===== config.mk =====
export PLATFORM = sky130hd
export DESIGN_NAME = program_loader
export DESIGN_NICKNAME = d
export VERILOG_FILES = /design/src/rtl/program_loader.sv
export SDC_FILE = /design/constraint.sdc
export NUM_CORES = 1
export LEC_CHECK = 0
export CORE_ASPECT_RATIO = 1.2
export CORE_MARGIN = 2
export CORE_UTILIZATION = 51
export CTS_CLUSTER_SIZE = 25
export DETAILED_ROUTE_END_ITERATION = 7
export PLACE_DENSITY = 0.95
export SLEW_MARGIN = 20
export SYNTH_ARGS = -nofsm -noshare
export SYNTH_HDL_FRONTEND = slang
export SYNTH_SLANG_ARGS = --single-unit

===== constraint.sdc =====
create_clock -name clk -period 5.06 [get_ports clk]
set_input_delay 1.012 -clock clk [delete_from_list [all_inputs] [get_ports clk]]
set_output_delay 1.012 -clock clk [all_outputs]
set_load 0.05 [all_outputs]

===== src/rtl/program_loader.sv =====
// Boot loader: pulls a length-prefixed, little-endian word stream from a UART Lite
// over AXI4-Lite reads into instruction BRAM, then releases the core. Option: LOADER_CHECKSUM_EN.
module program_loader #(
  parameter int unsigned MEMORY_WORDS = 32768
) (
  input  logic        clk,
  input  logic        rst,
  output logic [31:0] s_axi_araddr,
  output logic        s_axi_arvalid,
  input  logic        s_axi_arready,
  input  logic [31:0] s_axi_rdata,
  input  logic [1:0]  s_axi_rresp,
  input  logic        s_axi_rvalid,
  output logic        s_axi_rready,
  output logic        p_we,
  output logic [14:0] p_addr,
  output logic [31:0] p_wdata,
  output logic        core_run,
  output logic        done,
  output logic        err
);

  localparam logic [31:0] LIMIT     = 32'(MEMORY_WORDS);
  localparam logic [31:0] ADDR_RX   = 32'h0000_0000;
  localparam logic [31:0] ADDR_STAT = 32'h0000_0008;

  typedef enum logic [3:0] {
    IDLE, ST_AR, ST_R, ST_CHK, RX_AR, RX_R, PUSH, WRITE, FIN, FAIL
  } state_t;

  // Which word of the stream the assembler is currently building.
  typedef enum logic [1:0] {
    PH_HDR, PH_DATA, PH_CSUM
  } phase_t;

  state_t      r_state, w_next;
  phase_t      r_phase, w_phase_next;
  logic        r_status;
  logic [7:0]  r_rx_byte;
  logic [1:0]  r_byte_cnt;
  logic [31:0] r_asm;
  logic [15:0] r_index;
  logic [15:0] r_n;

  logic        w_last_word;
  logic        w_hdr_big;
  logic        w_hdr_zero;

  assign w_last_word = ((r_index + 16'd1) == r_n);
  assign w_hdr_big   = (r_asm > LIMIT);
  assign w_hdr_zero  = (r_asm == '0);

`ifdef LOADER_CHECKSUM_EN
  logic [31:0] r_xor;
  logic        w_csum_ok;
  assign w_csum_ok = (r_asm == r_xor);
`endif

  always_ff @(posedge clk) begin
    if (rst) begin
      r_state <= IDLE;
      r_phase <= PH_HDR;
    end else begin
      r_state <= w_next;
      r_phase <= w_phase_next;
    end
  end

  always_comb begin
    w_next       = r_state;
    w_phase_next = r_phase;
    case (r_state)
      IDLE:   w_next = ST_AR;
      ST_AR:  if (s_axi_arready) w_next = ST_R;
      ST_R:   if (s_axi_rvalid)  w_next = ST_CHK;
      ST_CHK: w_next = r_status ? RX_AR : ST_AR;
      RX_AR:  if (s_axi_arready) w_next = RX_R;
      RX_R:   if (s_axi_rvalid)  w_next = PUSH;
      PUSH:   w_next = (r_byte_cnt == 2'd3) ? WRITE : ST_AR;
      WRITE: begin
        case (r_phase)
          PH_HDR: begin
            if (w_hdr_big) begin
              w_next = FAIL;
            end else if (w_hdr_zero) begin
`ifdef LOADER_CHECKSUM_EN
              w_next       = ST_AR;
              w_phase_next = PH_CSUM;
`else
              w_next = FIN;
`endif
            end else begin
              w_next       = ST_AR;
              w_phase_next = PH_DATA;
            end
          end
          PH_DATA: begin
            if (w_last_word) begin
`ifdef LOADER_CHECKSUM_EN
              w_next       = ST_AR;
              w_phase_next = PH_CSUM;
`else
              w_next = FIN;
`endif
            end else begin
              w_next = ST_AR;
            end
          end
          default: begin
`ifdef LOADER_CHECKSUM_EN
            w_next = w_csum_ok ? FIN : FAIL;
`else
            w_next = FAIL;
`endif
          end
        endcase
      end
      FIN:     w_next = FIN;
      FAIL:    w_next = FAIL;
      default: w_next = IDLE;
    endcase
  end

  always_ff @(posedge clk) begin
    if (rst) begin
      r_status   <= 1'b0;
      r_rx_byte  <= '0;
      r_byte_cnt <= '0;
      r_asm      <= '0;
      r_index    <= '0;
      r_n        <= '0;
    end else begin
      if (r_state == ST_R && s_axi_rvalid) r_status <= s_axi_rdata[0];
      if (r_state == RX_R && s_axi_rvalid) r_rx_byte <= s_axi_rdata[7:0];
      // Shifting in from the top leaves the first byte of each word in bits 7:0.
      if (r_state == PUSH) begin
        r_asm      <= {r_rx_byte, r_asm[31:8]};
        r_byte_cnt <= r_byte_cnt + 2'd1;
      end
      if (r_state == WRITE) begin
        if (r_phase == PH_HDR)  r_n     <= r_asm[15:0];
        if (r_phase == PH_DATA) r_index <= r_index + 16'd1;
      end
    end
  end

`ifdef LOADER_CHECKSUM_EN
  always_ff @(posedge clk) begin
    if (rst) begin
      r_xor <= '0;
    end else if (r_state == WRITE && r_phase == PH_DATA) begin
      r_xor <= r_xor ^ r_asm;
    end
  end
`endif

  always_comb begin
    s_axi_araddr  = (r_state == ST_AR) ? ADDR_STAT : ADDR_RX;
    s_axi_arvalid = (r_state == ST_AR) || (r_state == RX_AR);
    s_axi_rready  = (r_state == ST_R)  || (r_state == RX_R);
    p_we          = (r_state == WRITE) && (r_phase == PH_DATA);
    p_addr        = r_index[14:0];
    p_wdata       = r_asm;
    done          = (r_state == FIN);
    core_run      = (r_state == FIN);
    err           = (r_state == FAIL);
  end

endmodule


==> impl_metrics.tcl <==
set metrics [dict create \
    outcome "finished, final reports clean" \
    async_reset_ff_frac 0 \
    clk_latency_ps 360 \
    seq_area_sq_mm 0.00160 \
    synth_area_sq_mm 0.00415 \
    port_buffers 65 \
    place_congestion 0.840 \
    antenna_found_initial 0 \
    clkTransAtPathRegs_ps 80 \
    cp.required_ps 4050 \
    synth_top_area_share 0.386 \
    netlist_top_cells_area "dfxtp_1 39%, nand2_1 10%, buf_4 8.5%" \
    synth-edff-count 0 \
    vias_per_cell 5.38 \
    drc 0 \
    worstPathArrival_ps 2580 \
    postSynthCellCount 530 \
    end_kind "output pin" \
    setup_tns_ps 0 \
    cts_tree "yes" \
    hold_viol_final 0 \
    synth-seq-cells 80 \
    power.total_w 0.00133 \
    cts_buffers 9 \
    grt_pass1_vias 3297 \
    fp.dieArea_sq_mm 0.00887 \
    grt_remaining_overflow 0 \
    min_to "p_wdata[24]" \
    fill_cells 686 \
    ys_seq_area_frac 0.386 \
    rr_endpoint "r_state[0]" \
    slew-limit-headroom 0.329 \
    worst_pin_slew_ps 1000 \
    hp-class "reg2reg" \
    multi_input_area_sq_mm 0.00215 \
    clock_sinks 80 \
    ios 123 \
    yosysWarnings 0 \
    rows 36 \
    start_util 0.517 \
    synth_area_per_cell_sq_um 7.83 \
    startpoint_type "flop" \
    drive_gt1_frac 0.0358 \
    ctsHoldBuffers 0 \
    synthFlopType "dfxtp_1" \
    min_period_over_period 0.710 \
    p_per_area_mw_per_mm2 278 \
    crit_type "reg2out" \
    max-cap-violations 0 \
    grt_pass1_wl_um 14900 \
    diodes 0 \
    ctsLongestPathBuffers 2 \
    synth_top_area_cell "dfxtp_1" \
    post_cts_resized 0 \
    wl_um 9150 \
    cts-root-buf "clkbuf_8" \
    holdWs_ps 461 \
    via_count 3516 \
    die_x_um 86.3 \
    fin_nets 595 \
    die_h_um 103 \
    ant_nets 0 \
    drt_iter0_drc 173 \
    hold_start "r_rx_byte[0]" \
    max_freq_ghz 0.278 \
    path_max_fanout 16 \
    worstReg2RegStart "r_index[0]" \
    p_leak_nw 1.70 \
    skew_ps 8.00 \
    r2r_cells 7 \
    htreeDepth 3 \
    setup_violations 0 \
    grt_setup_unrepaired "false" \
    core_area_sq_mm 0.00802 \
    syn2layout_area_growth_pct 15.3 \
    maxSlewViolCount 0 \
    grt_util_all_layers 0.209 \
    grt_max_degree 81 \
    peakVddDrop_uv 186 \
    drtPass1Iterations 5 \
    post_cts_buffers 0 \
    hpwlAfterDp_um 6480 \
    hold_path_depth 2 \
    finalCriticalPeriod_ps 3590 \
    r2r_slack_ps 2540 \
    synthDistinctLibCells 53 \
    drt-wirelength-per-cell_um 14.0 \
]
area by class of cell:
| cell class | instances | area share |
|---|---|---|
| repair buffers | 66 | 0.137 |
| inverters | 7 | 0.00550 |
| clock inverters | 6 | 0.0228 |
| multi-input cells | 391 | 0.449 |
| well taps | 95 | 0.0249 |
| flip-flops and latches | 80 | 0.335 |
| clock buffers | 9 | 0.0259 |
registers in the layout, indices dropped and copies added, names as in the netlist:
name,count
p_wdata,32
r_byte_cnt,2
r_index,16
r_n,16
r_phase,1
r_rx_byte,8
r_state,4
r_status,1
how the worst max path moves through the flow:
stage,startpoint,end,slack [ps],cells past startpoint
floorplan,r_state[2],s_axi_arvalid,2260,3
global placement,r_state[2],p_we,1960,4
detailed placement,r_state[2],p_we,1880,4
CTS,r_state[2],p_we,1470,4
global route,r_state[2],p_we,1340,4
finish,r_state[2],p_we,1470,4
cell usage after synthesis, types with 2 or more instances:
cell type / n
a211oi_1: 2
a21oi_1: 53
a22oi_1: 2
a31oi_1: 6
and2_1: 3
and3_1: 2
and4_1: 4
and4b_1: 2
buf_2: 3
buf_4: 47
clkbuf_1: 31
dfxtp_1: 80
ha_1: 2
inv_1: 6
mux2i_1: 12
nand2_1: 116
nand2b_1: 6
nand3_1: 9
nand3b_1: 4
nand4_1: 7
nand4b_1: 3
nor2_1: 41
nor2b_1: 5
nor3_1: 3
nor3b_1: 5
nor4_1: 10
o21ai_0: 3
o22ai_1: 2
or3_1: 2
or4_1: 2
xnor2_1: 14
xor2_1: 22
through the flow:
step	worst slack [ps]	util	cells	instance area, sq um
6_report	1470	0.596	654	4780
5_1_grt	1340	0.596	654	4780
4_1_cts	1470	0.596	654	4780
3_5_place_dp	1880	0.567	639	4550
3_3_place_gp	1960	0.567	639	4540
2_1_floorplan	2260	-	560	4260
layout by cell type (no fill, tap or decap), drive strengths merged, types with 2 or more instances in the layout:
master           n
and4             4
or3              2
nand4            7
nor3             3
a31oi            6
nand3            9
nand3b           4
nor3b            5
and4b            2
xnor2           14
or4              2
and2             3
a22oi            2
and3             2
bufinv           3
nor2b            5
o22ai            2
nand2          116
nand4b           3
buf              2
mux2i           12
nor4            10
nor2            41
clkinv           4
nand2b           6
xor2            22
clkbuf           9
dfxtp           80
inv              6
conb            31
a21oi           53
ha               2
o21ai            3
a211oi           3
clkdlybuf4s50   64
report_power, final:
part	switching [W]	internal [W]
Clock	0.000231	0.000324
Sequential	0.00000965	0.000633
Combinational	0.0000970	0.0000326
Total	0.000338	0.000989
per-layer routing:
layer  vias up  global-route usage  part of all wire  routed length (um)
li1       1751                   -                 -                   -
met1      1623               0.229              0.41                3730
met2       118               0.359              0.49                4520
met3        24              0.0641             0.070                 642
met4         0               0.120             0.028                 252
met5         -                   0                 0                   0
worst max-delay path, stage by stage (launching register included):
cell and delay [ps]:
dfxtp_1 610, and4b_1 350, nand2_1 190, clkinv_1 220
clkdlybuf4s50_1 840
logic make-up after synthesis:
kind of cell	after synthesis	synth area share
adders and majority gates	2	0.00603
muxes	12	0.0290
and+or+nand+nor	226	0.253
buffers and inverters	89	0.124
xor gates and xnor gates	37	0.0817
DFF	80	0.386
other	1	0.000904
AOI/OAI and AO/OA	83	0.119
Note: power is estimated with default switching activity, not from simulation.
